`src/rtl/shift_reg_universal_pkg.sv`:
```
// Package for the universal shift register slice.
// Holds the operation-select encoding seen at the top-level mode port,
// the per-stage next-value select used between top and stage, and the
// stage behaviour applied to the reserved mode encodings (6 and 7).
package shift_pkg;

  // Operation select driven on the mode port; 3'd6/3'd7 are reserved.
  typedef enum logic [2:0] {
    HOLD = 3'd0,
    SHL  = 3'd1,
    SHR  = 3'd2,
    ROTL = 3'd3,
    ROTR = 3'd4,
    LOAD = 3'd5
  } shift_mode_t;

  // Next-value source for one stage.
  typedef enum logic [1:0] {
    SEL_HOLD  = 2'd0,
    SEL_LEFT  = 2'd1,
    SEL_RIGHT = 2'd2,
    SEL_PAR   = 2'd3
  } stage_sel_t;

  // Reserved mode encodings leave the data untouched.
  localparam stage_sel_t RESERVED_MODE_SEL = SEL_HOLD;

endpackage

```
`src/rtl/shift_reg_universal_stage.sv`:
```
// shift_stage: one WIDTH-bit word of the universal shift register.
// Ports:
//   clk, reset        rising-edge clock, async active-high reset
//   clear             synchronous clear to zero (wins over en and sel)
//   en                when low the word holds
//   sel               next-value source: hold / left / right / parallel
//   left_in           word from the lower-index neighbour (or wrap/sin)
//   right_in          word from the higher-index neighbour (or wrap/sin)
//   par_in            parallel load word
//   data_q            registered stage contents
module shift_stage
  import shift_pkg::*;
#(
  parameter int WIDTH = 1
) (
  input  logic             clk,
  input  logic             reset,
  input  logic             clear,
  input  logic             en,
  input  stage_sel_t       sel,
  input  logic [WIDTH-1:0] left_in,
  input  logic [WIDTH-1:0] right_in,
  input  logic [WIDTH-1:0] par_in,
  output logic [WIDTH-1:0] data_q
);

  logic [WIDTH-1:0] data_d;

  // Next-value selection: clear beats enable, enable gates the source mux.
  always_comb begin
    data_d = data_q;
    if (clear) begin
      data_d = {WIDTH{1'b0}};
    end else if (!en) begin
      data_d = data_q;
    end else begin
      case (sel)
        SEL_HOLD:  data_d = data_q;
        SEL_LEFT:  data_d = left_in;
        SEL_RIGHT: data_d = right_in;
        SEL_PAR:   data_d = par_in;
        default:   data_d = data_q;
      endcase
    end
  end

  // Stage register with asynchronous reset.
  always_ff @(posedge clk or posedge reset) begin
    if (reset) begin
      data_q <= {WIDTH{1'b0}};
    end else begin
      data_q <= data_d;
    end
  end

endmodule

```
`src/rtl/shift_reg_universal.sv`:
```
// shift_reg_universal: DEPTH stages of WIDTH-bit words supporting hold,
// shift left/right, rotate left/right and parallel load, plus a
// saturating count of words shifted/loaded since the last clear.
// Ports:
//   clk, reset   rising-edge clock, async active-high reset
//   clear        synchronous clear of data and count
//   en           low: all state holds
//   mode         operation select (shift_mode_t; 6/7 behave as HOLD)
//   sin          serial input word
//   pin          parallel load, stage i = pin[i*WIDTH +: WIDTH]
//   sout_hi      stage DEPTH-1 (output end for SHL)
//   sout_lo      stage 0 (output end for SHR)
//   pout         all stages, same packing as pin
//   count        saturating occupancy count (0..DEPTH)
//   full, empty  decodes of count
module shift_reg_universal
  import shift_pkg::*;
#(
  parameter int WIDTH = 1,
  parameter int DEPTH = 3,
  parameter int CW    = $clog2(DEPTH + 1)
) (
  input  logic                   clk,
  input  logic                   reset,
  input  logic                   clear,
  input  logic                   en,
  input  shift_mode_t            mode,
  input  logic [WIDTH-1:0]       sin,
  input  logic [WIDTH*DEPTH-1:0] pin,
  output logic [WIDTH-1:0]       sout_hi,
  output logic [WIDTH-1:0]       sout_lo,
  output logic [WIDTH*DEPTH-1:0] pout,
  output logic [CW-1:0]          count,
  output logic                   full,
  output logic                   empty
);

  localparam logic [CW-1:0] DEPTH_C = CW'(DEPTH);

  stage_sel_t       sel_s;
  logic [WIDTH-1:0] stage_s [DEPTH];
  logic [CW-1:0]    count_d;
  logic [CW-1:0]    count_q;

  // Map the operation onto the common per-stage source select.
  always_comb begin
    sel_s = SEL_HOLD;
    case (mode)
      HOLD:    sel_s = SEL_HOLD;
      SHL:     sel_s = SEL_LEFT;
      ROTL:    sel_s = SEL_LEFT;
      SHR:     sel_s = SEL_RIGHT;
      ROTR:    sel_s = SEL_RIGHT;
      LOAD:    sel_s = SEL_PAR;
      default: sel_s = RESERVED_MODE_SEL;
    endcase
  end

  for (genvar i = 0; i < DEPTH; i++) begin : g_stage
    logic [WIDTH-1:0] left_s;
    logic [WIDTH-1:0] right_s;

    // End stages take sin when shifting, the opposite end when rotating.
    // With DEPTH=1 the wrap source is the stage itself, so rotates hold.
    if (i == 0) begin : g_left_end
      assign left_s = (mode == ROTL) ? stage_s[DEPTH-1] : sin;
    end else begin : g_left_mid
      assign left_s = stage_s[i-1];
    end

    if (i == DEPTH - 1) begin : g_right_end
      assign right_s = (mode == ROTR) ? stage_s[0] : sin;
    end else begin : g_right_mid
      assign right_s = stage_s[i+1];
    end

    shift_stage #(.WIDTH(WIDTH)) u_stage (
      .clk      (clk),
      .reset    (reset),
      .clear    (clear),
      .en       (en),
      .sel      (sel_s),
      .left_in  (left_s),
      .right_in (right_s),
      .par_in   (pin[i*WIDTH +: WIDTH]),
      .data_q   (stage_s[i])
    );

    assign pout[i*WIDTH +: WIDTH] = stage_s[i];
  end

  assign sout_hi = stage_s[DEPTH-1];
  assign sout_lo = stage_s[0];

  // Occupancy: shifts count up to DEPTH, load fills, rotates/hold keep.
  always_comb begin
    count_d = count_q;
    if (clear) begin
      count_d = {CW{1'b0}};
    end else if (!en) begin
      count_d = count_q;
    end else begin
      case (mode)
        SHL, SHR: begin
          if (count_q != DEPTH_C) begin
            count_d = count_q + CW'(1);
          end else begin
            count_d = count_q;
          end
        end
        LOAD:    count_d = DEPTH_C;
        default: count_d = count_q;
      endcase
    end
  end

  // Count register with asynchronous reset.
  always_ff @(posedge clk or posedge reset) begin
    if (reset) begin
      count_q <= {CW{1'b0}};
    end else begin
      count_q <= count_d;
    end
  end

  assign count = count_q;
  assign full  = (count_q == DEPTH_C);
  assign empty = (count_q == {CW{1'b0}});

endmodule

```
`config.mk`:
```
export PLATFORM = sky130hd
export DESIGN_NAME = shift_reg_universal
export DESIGN_NICKNAME = d
export VERILOG_FILES = /design/src/rtl/shift_reg_universal_pkg.sv /design/src/rtl/shift_reg_universal_stage.sv /design/src/rtl/shift_reg_universal.sv
export SDC_FILE = /design/constraint.sdc
export NUM_CORES = 1
export LEC_CHECK = 0
export CORE_MARGIN = 5
export CORE_UTILIZATION = 35
export DETAILED_ROUTE_END_ITERATION = 6
export PLACE_DENSITY_LB_ADDON = 0.12
export SLEW_MARGIN = 0
export SYNTH_ARGS = -nofsm -noshare
export SYNTH_HDL_FRONTEND = slang
export SYNTH_HIERARCHICAL = 1
export SYNTH_SLANG_ARGS = --single-unit
```
`constraint.sdc`:
```
create_clock -name clk -period 1.45 [get_ports clk]
set_clock_uncertainty 0.15 [all_clocks]
set_input_delay 0.145 -clock clk [delete_from_list [all_inputs] [get_ports clk]]
set_output_delay 0.145 -clock clk [all_outputs]
set_load 0.01 [all_outputs]
```
## Word level (Yosys, flattened, before mapping)

Cells that the tools add are included.

- ROM bits: 0
- Input port bits: 11
- Memory bits (writable): 0
- Flip-flop bits (word level): 5
- Latch bits: 0
- Memories: 0

- Add/sub/neg operators: 1
- Shift-type cells: 0
- Reductions and logical operators: 9
- Multipliers: 0
- $lt $le $gt $ge: 0
- Bitwise logic cells: 0
- Div/mod/pow operators: 0
- Equality and inequality tests: 12
- Multiplexer cells: 16

Operators by type and width:

| operator | count |
|---|---|
| $pmux 1 s3 | 3 |
| $mux 1 | 8 |
| $eq 2x2->1 const B | 3 |
| $eq 3x2->1 const B | 2 |
| $eq 3x3->1 const B | 2 |
| $mux 2 | 3 |
| $pmux 2 s3 | 1 |
| $reduce_or 2->1 | 3 |
| $logic_not 2->1 | 2 |
| $ne 2x2->1 const B | 2 |
| $pmux 2 s2 | 1 |
| $eq 3x1->1 const B | 1 |
| $ne 3x3->1 const B | 1 |
| $reduce_and 3->1 | 1 |
| $reduce_bool 3->1 | 1 |
| $add 2x1->2 const B | 1 |
| $eq 2x1->1 const B | 1 |
| $reduce_and 2->1 | 1 |
| $reduce_bool 2->1 | 1 |

## Longest topological paths before layout

- Depth in word-level cells: 7
- Depth in mapped cells: 6

## Hierarchy

Netlist, hierarchy kept.

Modules (own cells, without submodules):

| module | cells an instance | seq. area each (um^2) | area an instance (um^2) | times used |
|---|---|---|---|---|
| shift_reg_universal | 28 | 50.0 | 242.7 | 1 |
| shift_stage | 8 | 25.0 | 78.8 | 3 |

## Least setup slack after synthesis

No wires, ideal clock.

- Path type: flip-flop to flip-flop
- From: reg count_q[0], in the netlist count[0]
- To: reg count_q[1], in the netlist count[1]
- Slack: -0.210 ns
- Arrival: 1.389 ns
- Stages on the path, launching flop included: 6
- Period minus slack after synthesis: 1.660 ns
- Cell sequence: dfrtp_1 ha_1 nor2b_1 o32ai_2 and4b_1 nor3_2

- Word-level cells in the longest chain between the ends: 5
- Elaborated cells on any way between the ends: 8
- Those cells by class: add/sub (1); eq/ne (2); mux (4); reduce/logical (1)

RTL lines:

| element | line | text |
|---|---|---|
| start, declared | shift_reg_universal.sv:43 | `logic [CW-1:0] count_q;` |
| start signal, assigned | shift_reg_universal.sv:120 | `count_q <= {CW{1'b0}};` |
| start signal, assigned | shift_reg_universal.sv:122 | `count_q <= count_d;` |
| $add 2x1->2 | shift_reg_universal.sv:106 | `count_d = count_q + CW'(1);` |
| $mux 2 | shift_reg_universal.sv:105 | `if (count_q != DEPTH_C) begin` |
| $pmux 2 s2 | shift_reg_universal.sv:103 | `case (mode)` |
| $mux 2 | shift_reg_universal.sv:100 | `end else if (!en) begin` |
| $mux 2 | shift_reg_universal.sv:98 | `if (clear) begin` |

Parallel ways exist; a longest one is shown, timed or not. The select of a mux whose other input is x is not followed.
A chain may end at the register's enable or synchronous reset.

## Worst setup path after layout

Same ends and word-level chain as after synthesis.

==> impl_metrics.ini <==
[outcome]
outcome = finished with violations
violations = setup timing

[placement]
dp_cells = 94
port_buffers = 19
gp_congestion = 0.676
place_hpwl_mm = 1.01

[floorplan]
die_h_um = 47
die-area_mm2 = 0.00221
io_pins = 20
start_util = 0.368
core_area_mm2 = 0.00130
rows = 13
die_w_um = 47

[clock_tree]
clk_latency_ps = 230
numCtsBuffers = 3
ctsHtreeMaxLevel = 1
cts_sinks = 5
cts_tree = built
clkTransAtPathRegs_ps = 40
root_buffer = clkbuf_4
cts_max_path_buffers = 2

[logic_synthesis]
yosysMostFrequentCell = inv_1
avgSynthCellArea_um2 = 9.22
syn-cell-area_um2 = 479
syn_nets = 65
synth_top_cell_by_area = dfrtp_1
synth.distinct_cells = 22
yosys-top-cells-count = 10 x inv_1, 5 x dfrtp_1
ys_top_cells_by_area = dfrtp_1 26%, and4bb_1 7.8%, inv_1 7.8%, a311o_1 6.3%, mux2i_1 6.3%
yosys_warnings = 6
async_flop_share = 1.00
netlist.area_leader.share = 0.261
synth-edff-count = 0
ys_seq_area_frac = 0.261
syn_inst = 52
synth_ff_type = dfrtp_1
ys_ff_latch = 5

[grt]
antenna_found_initial = 0
grt_pass1_wl_mm = 1.99
grt_util_all_layers = 0.126
gr-total-overflow = 0
grt_pass1_vias = 448
grt_max_degree = 11

[finish]
n_antenna_cell = 0
utilization = 0.620
instances_no_fill = 100
nets = 99
drive_above_1_share = 0.388
syn_to_final_growth_pct = 68.4

[timing]
fin_setup_tns_ps = -71.2
worstMarginPinSlew_ps = 272
final-max-slew-violation-count = 0
rsz0062_at_grt = yes
fmax_ghz = 0.660
final.min_clock_period_ps = 1520
slew_headroom = 0.818
setup_slack_ps = -65.6
fin_crit_sh = 1.05
finalHoldViolations = 0
setup_viol = 2

[worst_setup_path]
cp_cell_sequence = ha_4 > nor2b_4 > o32ai_4 > and4b_1 > nor3_2
path_max_fanout = 4
crit_type = reg -> reg
critical_path_arrival_ps = 1470
r2r_start = count[0]
slowest_delay_ps = 430
cp_slowest_cell = dfrtp_2
critPathCaptureType = flip-flop
r2r_setup_slack_ps = -70
cp-startpoint = count[0]
start_kind = flip-flop
critical_path_required_ps = 1410

[flow_run]
maxCapViolations = 0

[drt]
vias = 483
drcViolationCount = 0
vias_per_cell = 4.83
wl_mm = 1.21
wire_per_inst_um = 12.1
antenna_left = 0
drtPass1Iterations = 3
drt_iter0_markers = 3

[pwr]
power_density_mw_per_mm2 = 630
p_leak_nw = 0.390
total_power_mw = 0.508
irDropWorstVdd_v = 0.000504

[min_path]
min_path_type = in -> reg
min_from = mode[1]
[final timing paths]
check / to / cells past startpoint
min in group asynchronous: g_stage[1].u_stage/data_q / 3
max: count[1] / 5
max reg2reg: count[1] / 5
min reg2reg: g_stage[1].u_stage/data_q / 2
max in group asynchronous: count[1] / 3
min: count[0] / 5
[sequential cells by signal, indices dropped and copies added (netlist names)]
register                cells
count                       2
g_stage.u_stage/data_q      3
[logic make-up after synthesis]
| group | Yosys count | synth area share |
|---|---|---|
| AOI/OAI and AO/OA | 14 | 0.235 |
| muxes | 5 | 0.110 |
| DFF | 5 | 0.261 |
| buffers and inverters | 13 | 0.125 |
| and+or+nand+nor | 13 | 0.217 |
| adders and majority gates | 2 | 0.0522 |
[power by group]
part / leakage, nW / switching, mW / internal, mW / total [mW]
Combinational: 0.311 / 0.0825 / 0.107 / 0.190
Clock: 0.0150 / 0.0499 / 0.104 / 0.153
Sequential: 0.0636 / 0.0131 / 0.152 / 0.165
[final cells by class]
cell class                      instances  area (µm²)
Fill cell                             134         494
Multi-Input combinational cell         34         335
Timing Repair Buffer                   32         262
Sequential cell                         5         128
Inverter                               10        37.5
Clock buffer                            4        26.3
Tap cell                               15        18.8
[cell usage in the layout, fill, tap and decap left out, drive strengths merged]
master         netlist  routed
mux2i                3       3
o21ai                3       3
nor2                 2       2
and4b                1       1
nand3b               1       1
ha                   2       2
or3b                 1       1
a311o                3       3
clkdlybuf4s15        0       1
o32ai                1       1
nor2b                1       1
dlygate4sd3          0       1
nand2b               1       1
dfrtp                5       5
and4bb               3       3
dlygate4sd2          0       7
nor3                 1       1
clkdlybuf4s50        0       7
clkbuf               0       7
a41o                 1       1
mux2                 2       2
or2                  1       1
a21oi                6       6
inv                 10      10
nand2                1       1
buf                  3      13
[metal layers]
| layer | vias up | global-route usage | wire [µm] |
|---|---|---|---|
| met5 | - | 0 | 0 |
| met4 | 0 | 0.0166 | 0 |
| met3 | 0 | 0.0230 | 55 |
| met2 | 10 | 0.222 | 622 |
| met1 | 221 | 0.162 | 531 |
| li1 | 252 | - | - |
[what timing repair did]
item | in CTS | in global routing
endpoints found under the setup margin | 14 | 7
hold endpoints to repair | 5 | 0
gates resized for setup | 16 | 6
buffers inserted | 1 | 0
hold buffers | 1 | 0
pin swaps | 7 | 4
[through the flow]
stage          area, µm²  hold slack (ps)  setup slack (ps)
6_report             807              344             -65.6
3_3_place_gp         792              223              -483
5_1_grt              807              372              -113
4_1_cts              826              409             -78.0
3_5_place_dp         792              217              -524
2_1_floorplan        523             -276              -119
[worst max-delay path: cells and delay by family, from the launching register on]
family          cells  cell delay [ps]
compound gates      1              240
fa+ha+maj           1              170
flops               1              430
simple gates        3              410
No activity file was read; power rests on OpenSTA's default activity.
